File: src/rtl/seg_pkg.sv
// Shared constants for the seven-segment scan driver: segment codes, controller
// states and the power-of-ten helper used to size the overflow limit.
package seg_pkg;

    localparam logic [6:0] SEG_DASH  = 7'h40;
    localparam logic [6:0] SEG_BLANK = 7'h00;
    localparam logic [6:0] SEG_DIGIT [10] = '{
        7'h3F, 7'h06, 7'h5B, 7'h4F, 7'h66,
        7'h6D, 7'h7D, 7'h07, 7'h7F, 7'h6F
    };

    typedef enum logic {
        ST_IDLE,
        ST_BUSY
    } drv_state_t;

    function automatic int unsigned pow10(input int unsigned n);
        int unsigned r;
        r = 1;
        for (int unsigned k = 0; k < n; k++) begin
            r = r * 10;
        end
        return r;
    endfunction

    // Non-decimal nibbles only appear on overflow, which is displayed as dashes.
    function automatic logic [6:0] seg_encode(input logic [3:0] d);
        logic [6:0] code;
        code = SEG_BLANK;
        if (d < 4'd10) begin
            code = SEG_DIGIT[d];
        end
        return code;
    endfunction

endpackage

File: src/rtl/seg_scan_driver_if.sv
// Value/valid/ready input bundle of the scan driver.
interface seg_scan_driver_if #(
    parameter int VAL_W  = 14,
    parameter int DIGITS = 4
);
    localparam int DP_W = $clog2(DIGITS + 1);

    logic [VAL_W-1:0] in_value;
    logic             in_valid;
    logic             in_ready;
    logic             blank_lz;
    logic [DP_W-1:0]  dp_pos;

    modport master (
        output in_value,
        output in_valid,
        output blank_lz,
        output dp_pos,
        input  in_ready
    );

    modport slave (
        input  in_value,
        input  in_valid,
        input  blank_lz,
        input  dp_pos,
        output in_ready
    );
endinterface

File: src/rtl/seg_bin2bcd.sv
// Sequential binary-to-BCD converter (shift-add-3), one input bit per clock.
// done pulses for one cycle after the last shift; bcd holds the result until the next start.
module seg_bin2bcd #(
    parameter int VAL_W  = 14,
    parameter int DIGITS = 4
) (
    input  logic                  inclk0,
    input  logic                  rst_n,
    input  logic                  start,
    input  logic [VAL_W-1:0]      value,
    output logic                  done,
    output logic [4*DIGITS-1:0]   bcd
);
    localparam int BCD_W = 4 * DIGITS;
    localparam int CNT_W = $clog2(VAL_W + 1);

    logic [VAL_W-1:0] bin_reg;
    logic [BCD_W-1:0] bcd_reg;
    logic [BCD_W-1:0] bcd_adj;
    logic [CNT_W-1:0] cnt_reg;
    logic             busy_reg;
    logic             done_reg;

    genvar gi;
    generate
        for (gi = 0; gi < DIGITS; gi++) begin : g_adj
            assign bcd_adj[4*gi +: 4] = (bcd_reg[4*gi +: 4] >= 4'd5)
                                      ? bcd_reg[4*gi +: 4] + 4'd3
                                      : bcd_reg[4*gi +: 4];
        end
    endgenerate

    always_ff @(posedge inclk0 or negedge rst_n) begin
        if (!rst_n) begin
            bin_reg  <= '0;
            bcd_reg  <= '0;
            cnt_reg  <= '0;
            busy_reg <= 1'b0;
            done_reg <= 1'b0;
        end else begin
            done_reg <= 1'b0;
            if (start) begin
                bin_reg  <= value;
                bcd_reg  <= '0;
                cnt_reg  <= CNT_W'(VAL_W);
                busy_reg <= 1'b1;
            end else if (busy_reg) begin
                // Excess BCD digits beyond DIGITS fall off the top; the caller flags that as overflow.
                {bcd_reg, bin_reg} <= {bcd_adj, bin_reg} << 1;
                cnt_reg            <= cnt_reg - CNT_W'(1);
                if (cnt_reg == CNT_W'(1)) begin
                    busy_reg <= 1'b0;
                    done_reg <= 1'b1;
                end
            end
        end
    end

    assign done = done_reg;
    assign bcd  = bcd_reg;

endmodule

File: src/rtl/seg_scan_driver.sv
// Multiplexed seven-segment driver: accepts a binary value, converts it to BCD,
// commits a display shadow atomically and scans digits at a fixed prescaled rate.
module seg_scan_driver
    import seg_pkg::*;
#(
    parameter int DIGITS   = 4,
    parameter int VAL_W    = 14,
    parameter int SCAN_DIV = 50000
) (
    input  logic              inclk0,
    input  logic              rst_n,
    seg_scan_driver_if.slave  bus,
    output logic [DIGITS-1:0] sel,
    output logic [6:0]        codeout,
    output logic              dp,
    output logic              ovf
);
    localparam int DP_W  = $clog2(DIGITS + 1);
    localparam int IDX_W = (DIGITS > 1) ? $clog2(DIGITS) : 1;
    localparam int PRE_W = $clog2(SCAN_DIV);
    localparam logic [31:0] OVF_LIMIT = 32'(pow10(DIGITS) - 1);

    drv_state_t state_reg;
    drv_state_t state_next;
    logic       start;
    logic       commit;
    logic       conv_done;
    logic [4*DIGITS-1:0] bcd;

    logic            blank_reg;
    logic [DP_W-1:0] dp_eff_reg;
    logic            ovf_pend_reg;

    logic [DIGITS:0]   zero_from;
    logic [6:0]        code_new [DIGITS];
    logic [DIGITS-1:0] dp_new;

    logic [6:0]        shadow_code_reg [DIGITS];
    logic [DIGITS-1:0] shadow_dp_reg;
    logic              ovf_reg;

    logic [PRE_W-1:0]  presc_reg;
    logic [IDX_W-1:0]  idx_reg;
    logic              step;
    logic [DIGITS-1:0] sel_reg;
    logic [6:0]        code_reg;
    logic              dp_reg;

    // ---------------- accept / convert / commit controller ----------------
    always_ff @(posedge inclk0 or negedge rst_n) begin
        if (!rst_n) begin
            state_reg <= ST_IDLE;
        end else begin
            state_reg <= state_next;
        end
    end

    always_comb begin
        state_next = state_reg;
        start      = 1'b0;
        commit     = 1'b0;
        case (state_reg)
            ST_IDLE: begin
                if (bus.in_valid) begin
                    start      = 1'b1;
                    state_next = ST_BUSY;
                end
            end
            ST_BUSY: begin
                if (conv_done) begin
                    commit     = 1'b1;
                    state_next = ST_IDLE;
                end
            end
            default: state_next = ST_IDLE;
        endcase
    end

    assign bus.in_ready = (state_reg == ST_IDLE);

    // Display attributes travel with the value so a later input cannot disturb a conversion.
    always_ff @(posedge inclk0 or negedge rst_n) begin
        if (!rst_n) begin
            blank_reg    <= 1'b0;
            dp_eff_reg   <= '0;
            ovf_pend_reg <= 1'b0;
        end else if (start) begin
            blank_reg    <= bus.blank_lz;
            dp_eff_reg   <= (32'(bus.dp_pos) > 32'(DIGITS)) ? '0 : bus.dp_pos;
            ovf_pend_reg <= (32'(bus.in_value) > OVF_LIMIT);
        end
    end

    seg_bin2bcd #(
        .VAL_W  (VAL_W),
        .DIGITS (DIGITS)
    ) u_bin2bcd (
        .inclk0 (inclk0),
        .rst_n  (rst_n),
        .start  (start),
        .value  (bus.in_value),
        .done   (conv_done),
        .bcd    (bcd)
    );

    // ---------------- per-digit code generation for the next shadow ----------------
    assign zero_from[DIGITS] = 1'b1;

    genvar gi;
    generate
        for (gi = 0; gi < DIGITS; gi++) begin : g_digit
            logic [3:0] nib;
            logic       lead_blank;

            assign nib           = bcd[4*gi +: 4];
            assign zero_from[gi] = zero_from[gi+1] && (nib == 4'd0);
            // Digit 0 and every digit carrying or right of the point always show a numeral.
            assign lead_blank    = blank_reg && (gi != 0)
                                && (dp_eff_reg <= DP_W'(gi)) && zero_from[gi];
            assign code_new[gi]  = ovf_pend_reg ? SEG_DASH
                                 : lead_blank   ? SEG_BLANK
                                 : seg_encode(nib);
            assign dp_new[gi]    = !ovf_pend_reg && (dp_eff_reg == DP_W'(gi + 1));
        end
    endgenerate

    always_ff @(posedge inclk0 or negedge rst_n) begin
        if (!rst_n) begin
            for (int i = 0; i < DIGITS; i++) begin
                shadow_code_reg[i] <= SEG_BLANK;
            end
            shadow_dp_reg <= '0;
            ovf_reg       <= 1'b0;
        end else if (commit) begin
            for (int i = 0; i < DIGITS; i++) begin
                shadow_code_reg[i] <= code_new[i];
            end
            shadow_dp_reg <= dp_new;
            ovf_reg       <= ovf_pend_reg;
        end
    end

    // ---------------- digit scan ----------------
    assign step = (presc_reg == PRE_W'(SCAN_DIV - 1));

    always_ff @(posedge inclk0 or negedge rst_n) begin
        if (!rst_n) begin
            presc_reg <= '0;
        end else if (step) begin
            presc_reg <= '0;
        end else begin
            presc_reg <= presc_reg + PRE_W'(1);
        end
    end

    // Outputs sample the shadow only at a step, so a commit never splits a digit.
    always_ff @(posedge inclk0 or negedge rst_n) begin
        if (!rst_n) begin
            idx_reg  <= '0;
            sel_reg  <= '0;
            code_reg <= SEG_BLANK;
            dp_reg   <= 1'b0;
        end else if (step) begin
            idx_reg  <= (idx_reg == IDX_W'(DIGITS - 1)) ? '0 : idx_reg + IDX_W'(1);
            sel_reg  <= DIGITS'(1) << idx_reg;
            code_reg <= shadow_code_reg[idx_reg];
            dp_reg   <= shadow_dp_reg[idx_reg];
        end
    end

    assign sel     = sel_reg;
    assign codeout = code_reg;
    assign dp      = dp_reg;
    assign ovf     = ovf_reg;

endmodule

File: src/flat_wrapper.sv
// flat-port wrapper written by rule: the top's interface ports become plain ports
module seg_scan_driver_flat import seg_pkg::*;
#(
    parameter int DIGITS   = 4,
    parameter int VAL_W    = 14,
    parameter int SCAN_DIV = 50000
)
  (inclk0, rst_n, sel, codeout, dp, ovf, bus_in_value, bus_in_valid, bus_blank_lz, bus_dp_pos, bus_in_ready);
  seg_scan_driver_if #(.VAL_W(VAL_W), .DIGITS(DIGITS)) bus_i ();
  input  logic inclk0;
  input  logic rst_n;
  output logic [DIGITS-1:0] sel;
  output logic [6:0] codeout;
  output logic dp;
  output logic ovf;
  input wire logic [$bits(bus_i.in_value)-1:0] bus_in_value;
  input wire logic [$bits(bus_i.in_valid)-1:0] bus_in_valid;
  input wire logic [$bits(bus_i.blank_lz)-1:0] bus_blank_lz;
  input wire logic [$bits(bus_i.dp_pos)-1:0] bus_dp_pos;
  output wire logic [$bits(bus_i.in_ready)-1:0] bus_in_ready;
  assign bus_i.in_value = bus_in_value;
  assign bus_i.in_valid = bus_in_valid;
  assign bus_i.blank_lz = bus_blank_lz;
  assign bus_i.dp_pos = bus_dp_pos;
  assign bus_in_ready = bus_i.in_ready;
  seg_scan_driver #(.DIGITS(DIGITS), .VAL_W(VAL_W), .SCAN_DIV(SCAN_DIV)) u_core (.inclk0(inclk0), .rst_n(rst_n), .bus(bus_i), .sel(sel), .codeout(codeout), .dp(dp), .ovf(ovf));
endmodule
File: config.mk
export PLATFORM = sky130hd
export DESIGN_NAME = seg_scan_driver_flat
export DESIGN_NICKNAME = d
export VERILOG_FILES = /design/src/rtl/seg_pkg.sv /design/src/rtl/seg_scan_driver_if.sv /design/src/rtl/seg_bin2bcd.sv /design/src/rtl/seg_scan_driver.sv /design/src/flat_wrapper.sv
export SDC_FILE = /design/constraint.sdc
export NUM_CORES = 1
export LEC_CHECK = 0
export CELL_PAD_IN_SITES_DETAIL_PLACEMENT = 0
export CELL_PAD_IN_SITES_GLOBAL_PLACEMENT = 1
export CORE_MARGIN = 4
export CORE_UTILIZATION = 27
export DETAILED_ROUTE_END_ITERATION = 8
export GPL_TIMING_DRIVEN = 0
export PLACE_DENSITY_LB_ADDON = 0.25
export SLEW_MARGIN = 10
export SYNTH_ARGS = -nofsm -noshare
export SYNTH_HDL_FRONTEND = slang
export SYNTH_SLANG_ARGS = --single-unit
File: constraint.sdc
create_clock -name inclk0 -period 2.1 [get_ports inclk0]
set_input_delay 0.21 -clock inclk0 [delete_from_list [all_inputs] [get_ports inclk0]]
set_output_delay 0.21 -clock inclk0 [all_outputs]
set_load 0.02 [all_outputs]
* Word level (Yosys, flattened, before mapping)
Memory sizes are Yosys's and may differ from the RTL's.
Cells that the tools add are included.
** Storage, ports and cells
- ROM bits :: 448
- Input bits :: 21
- Flip-flop bits (word level) :: 105
- Logic and storage cells :: 130
- Output and inout port bits :: 14
- Memories kept :: 4
** Memory list
- (no name shown) :: depth 16, width 7, read ports 1, clocked after memory_dff 0, wr ports 0, line seg_pkg.sv:31 : code = SEG_DIGIT[d];
- (no name shown) :: depth 16, width 7, read ports 1, clocked after memory_dff 0, wr ports 0, line seg_pkg.sv:31
- (no name shown) :: depth 16, width 7, read ports 1, clocked after memory_dff 0, wr ports 0, line seg_pkg.sv:31
- (no name shown) :: depth 16, width 7, read ports 1, clocked after memory_dff 0, wr ports 0, line seg_pkg.sv:31
** Operators by class
- Multiplexer cells :: 49
- Add/sub/neg operators :: 7
- Reduce and logical (&&, ||, !) cells :: 17
- Equality and inequality tests :: 7
- Bitwise gates (word level) :: 6
- Magnitude comparators :: 19
- Shift-type cells :: 1
** Operator list (number)
- two-way mux 7 bit :: 21
- two-way mux 16 bit :: 3
- two-way mux 14 bit :: 2
- greater-or-equal comparator 5 bit, second input constant :: 4
- two-way mux 4 bit :: 5
- inverter 4 -> 5 bit :: 4
- adder 16 x 1 -> 16 bit, second input constant :: 1
- == test 16 bit, second input constant :: 1
- greater-or-equal comparator 4 x 3 -> 1 bit, second input constant :: 4
- < comparator 4 bit, second input constant :: 4
- binary-select mux 7 bit (select 2 bit) :: 1
- greater-than comparator 14 bit, second input constant :: 1
- adder 4 x 2 -> 4 bit, second input constant :: 3
- logical AND 1 bit :: 12
- logical NOT 4 bit :: 3
- two-way mux 1 bit :: 12
- == test 3 x 2 -> 1 bit, second input constant :: 2
- <= comparator 3 x 2 -> 1 bit, second input constant :: 2
- two-way mux 3 bit :: 2
- == test 4 x 1 -> 1 bit, second input constant :: 1
- << shifter 1 x 2 -> 4 bit, first input constant :: 1
- subtractor 4 x 1 -> 4 bit, second input constant :: 1
- adder 3 x 2 -> 3 bit, second input constant :: 1
- == test 3 x 1 -> 1 bit, second input constant :: 1
- other kinds (14) :: 14

* Longest topological paths before layout
- Word-level depth :: 7
- Depth in mapped cells :: 7
- Mapped depth without buffers :: 6

* Hierarchy
Synthesis repeated with hierarchy kept, for this count alone.
** Second synthesis, totals
- Cell total of the unflattened synthesis :: 562
- Area total of the unflattened synthesis :: 5806.8 µm²
** Modules (own cells, without submodules)
- seg_scan_driver :: times used 1, cells an instance 362, seq. area each 1726.7 µm², area an instance 3857.4 µm²
- seg_bin2bcd :: times used 1, cells an instance 200, seq. area each 900.9 µm², area an instance 1949.4 µm²

* Worst setup path before layout
No wires, ideal clock.
- Path type :: reg-to-reg
- Start :: register u_core.presc_reg[0]
- End :: register u_core.code_reg[6] (netlist: u_core.codeout[6])
- Data required time :: 1.975 ns
- Arrival time :: 1.675 ns
- Setup slack :: 0.300 ns
- Path buffers :: 2
- Period minus slack after synthesis :: 1.800 ns
- Setup time :: 0.125 ns
- Stages on the path, launching flop included :: 8
- Path through :: dfrtp_1 -> ha_1 -> nand3_4 -> nor4_2 -> and3_1 -> buf_6 -> buf_12 -> mux2_4
** Between the ends
- Word-level cells in the longest chain between the ends :: 1
** RTL lines
- start, declared :: line seg_scan_driver.sv:42 : logic [PRE_W-1:0] presc_reg;
- start signal, assigned :: line seg_scan_driver.sv:152 : presc_reg <= presc_reg + PRE_W'(1);
- == test 16 bit :: line seg_scan_driver.sv:144 : assign step = (presc_reg == PRE_W'(SCAN_DIV - 1));
- end signal, assigned :: line seg_scan_driver.sv:166 : code_reg <= shadow_code_reg[idx_reg];
- end, declared :: line seg_scan_driver.sv:46 : logic [6:0] code_reg;
No other way between the ends.
A chain may end at the register's enable or synchronous reset.

* Worst setup path in the final report
- Start :: register u_core.presc_reg[0]
- End :: register u_core.dp_reg (netlist: u_core.dp)
** Between the ends
- Word-level cells in the longest chain between the ends :: 1
** RTL lines
- == test 16 bit :: line seg_scan_driver.sv:144
- end signal, assigned :: line seg_scan_driver.sv:167 : dp_reg <= shadow_dp_reg[idx_reg];
- end, declared :: line seg_scan_driver.sv:47 : logic dp_reg;
No other way between the ends.

==> results.md <==
* Clock slew at reported path FFs at 0.07 ns
* Die area at 0.0226 mm²
* Final Hold Viols at 0
* Initial cell density of the core at 27.8%
* CORE AREA at 0.0197 mm²
* Crit-path max FO at 10
* PD cells at 1230 mW/mm²
* Critical-path cell list: ha_1 -> nand3_4 -> nor4_2 -> and3_1 -> buf_6 -> buf_12 -> mux2_4
* Leakage power at 0.00281 µW
* Setup bufs post-CTS at 0
* Cell area after layout at 0.00650 mm²
* Global-route wire length before repair at 22.1 mm
* Final worst slack at 0.116 ns
* Crit path time final at 1.98 ns
* Grt ovf at 0
* Dpl hpwl at 9.68 mm
* Post-Syn Instances at 551
* CTS H-Tree Depth at 3
* Placement Cell Area at 0.00616 mm²
* Die Height at 150 µm
* Worst Path Arrival at 2.22 ns
* Final hold slack at 0.373 ns
* Least-Margin Pin Slew at 0.648 ns
* GRT Resource Usage Total at 12.6%
* Distinct cells, synth at 44
* Sinks on Clock Net at 105
* Critical path's top delay family: simple AND/OR/NAND/NOR gates
* Nets at 646
* Routed WL per cell at 15.2 µm
* Area Overhead vs Synth at 19.0%
* Setup crit start: u_core.presc_reg[0]$_DFF_PN0_
* FMAX at 504 MHz
* Syn Std Cell Area at 0.00546 mm²
* IO Count at 35
* Vias at 4021
* Clock Root Buffer: clkbuf_16
* CP Class: register to register
* Total Power at 8010 µW
* Vias in the first global route at 4117
* Clk_skew at 0.00732 ns
* Detailed Routing Iterations Pass 1 at 4
* R2r startpoint: u_core.presc_reg[0]$_DFF_PN0_
* GP Congestion at 0.840
* Max Slew Vio Count at 0
* Fin crit share at 94.5%
* DRC viols at 0
* Synth Register Bits at 105
* Rows at 51
* Initial antenna violation count at 0
* Fin util at 33.1%
* Post-DR vias/cell at 4.64
* Status: finished clean
* Required @ worst endpoint at 2.34 ns
* Dpl ws at -0.282 ns
* Inserted Clock Buffers at 9
* Max Cap Violations at 0
* Fillers at 2073
* Setup-failing EPs final at 0
* Pin count of the biggest net entering global routing at 60
* Slowest stage delay, CP at 0.39 ns
* Reg2reg setup slack at 0.12 ns
* Initial detailed-routing violation count at 208
* Port Buf Inserts at 34
* Hold Crit Class: input pin to asynchronous set/reset pin
* Post-DRT Antenna Nets at 0
* Slowest stage cell, crit path: dfrtp_1
* Skew-Pair Late Insertion Delay at 0.35 ns
* Max_slew headroom at 56.8%
* Worst Setup End Kind: register
* Post-Syn Nets at 599
* Avg Inst Size Synth at 9.91 µm²
* Total wire length at 13.1 mm
* CTS tree: done
* WP buf/inv at 2
* Sequential-to-total area share from yosys stat at 48.1%
* Peak VDD IR at 0.409 mV
* Largest register FFs at 28
* Horiz. Die Dim at 150 µm
* RSZ-0062 raised after global routing: false
* Syn. warnings at 0
* Crit path launch type: register
* Fraction of layout cells with a size suffix above 1 at 9.15%
* Antenna Cells at 0
* Max Buffers Root-to-Sink at 2
[placed cells by master, fill, tap and decap left out, types with 13 or more instances in the layout]
cell,n
a21oi_1,24
clkbuf_1,20
clkdlybuf4s50_1,33
dfrtp_1,105
ha_1,27
inv_1,21
mux2_2,14
mux2i_1,15
nand2_1,81
nand3_1,13
nor2_1,37
o21ai_0,65
xnor2_1,16
[power by group]
part           internal (µW)  switching (µW)
combinational           1280            1720
clock                   1070             755
sequential              2630             550
total                   4980            3030
[stage by stage]
step | std cells | TNS, ns
4_1_cts | 866 | 0
2_1_floorplan | 551 | 0
3_5_place_dp | 851 | -5.38
6_report | 866 | 0
3_3_place_gp | 850 | -360.59
5_1_grt | 866 | 0
[Yosys cell counts]
cell	number	share of area, %
dfrtp_1	105	48
nand2_1	81	5.6
o21ai_0	66	6.0
nor2_1	37	2.5
ha_1	27	6.2
a21oi_1	24	2.2
clkbuf_1	24	1.6
inv_1	21	1.4
xnor2_1	16	2.6
mux2i_1	15	2.7
mux2_2	14	2.9
nand3_1	13	1.2
nor3_1	10	0.92
a211oi_1	9	1.2
mux4_2	8	3.3
nor2b_1	8	0.92
nor3b_1	7	0.96
and2_1	6	0.69
nand2b_1	6	0.69
nor4_1	5	0.57
xor2_1	5	0.80
nand4_1	4	0.46
o31ai_1	4	0.55
or3_1	4	0.46
nand3b_1	3	0.41
o21bai_1	3	0.41
o22ai_1	3	0.34
or4b_2	3	0.55
and3_1	2	0.23
buf_2	2	0.18
mux2_4	2	0.55
nor4b_1	2	0.32
a21o_1	1	0.14
a311oi_1	1	0.16
and3b_1	1	0.16
and4bb_2	1	0.23
buf_1	1	0.069
buf_12	1	0.37
buf_6	1	0.21
nand3_4	1	0.32
nor4_2	1	0.23
o21a_1	1	0.14
o31a_1	1	0.16
o41ai_1	1	0.16
[cells by family (layout without fill, tap and decap cells)]
family	count (synthesis)	count (layout)	share of synthesized area, %
compound gates	114	114	11.5
xor+xnor	21	21	3.37
fa+ha+maj	27	27	6.18
buf+inv	50	100	3.92
flops	105	105	48.1
mux	39	39	9.48
simple gates	195	195	17.4
[per-layer routing]
layer  track usage, %  wire (µm)  part of all wire, %  vias up
met1             17.8       6570                   50     1945
met5                0          0                    0        -
li1                 -          -                    -     2001
met4             2.47        101                 0.77        0
met2             19.6       5990                   46       66
met3             3.13        494                  3.8        9
[repair_timing]
item | 4_1_cts | 5_1_grt
endpoints found under the hold margin | 46 | 0
hold buffers | 1 | 0
setup endpoints to repair | 0 | 31
gates resized for setup | 0 | 10
[final cells by class]
type,instances,area (µm²),share of cell area [%]
Buffer,29,140,2.16
Clock buffer,10,239,3.68
Clock inverter,4,77.6,1.19
Inverter,21,78.8,1.21
Multi-Input combinational cell,396,2630,40.4
Sequential cell,105,2630,40.4
Tap cell,265,332,5.10
Timing Repair Buffer,36,379,5.83
[worst paths after layout]
path | endpoint | cells after the start
hold / removal | u_core.codeout[3]$_DFFE_PN0N_ | 2
hold reg to reg | u_core.shadow_dp_reg[0]$_DFFE_PN0P_ | 2
setup / recovery | u_core.dp$_DFFE_PN0N_ | 7
setup reg to reg | u_core.dp$_DFFE_PN0N_ | 7
min in group inclk0 | u_core.u_bin2bcd.bin_reg[1]$_DFFE_PN0P_ | 3
max in group asynchronous | u_core.u_bin2bcd.bcd[14]$_DFFE_PN0P_ | 3
Power figures use the tool's default switching activity.
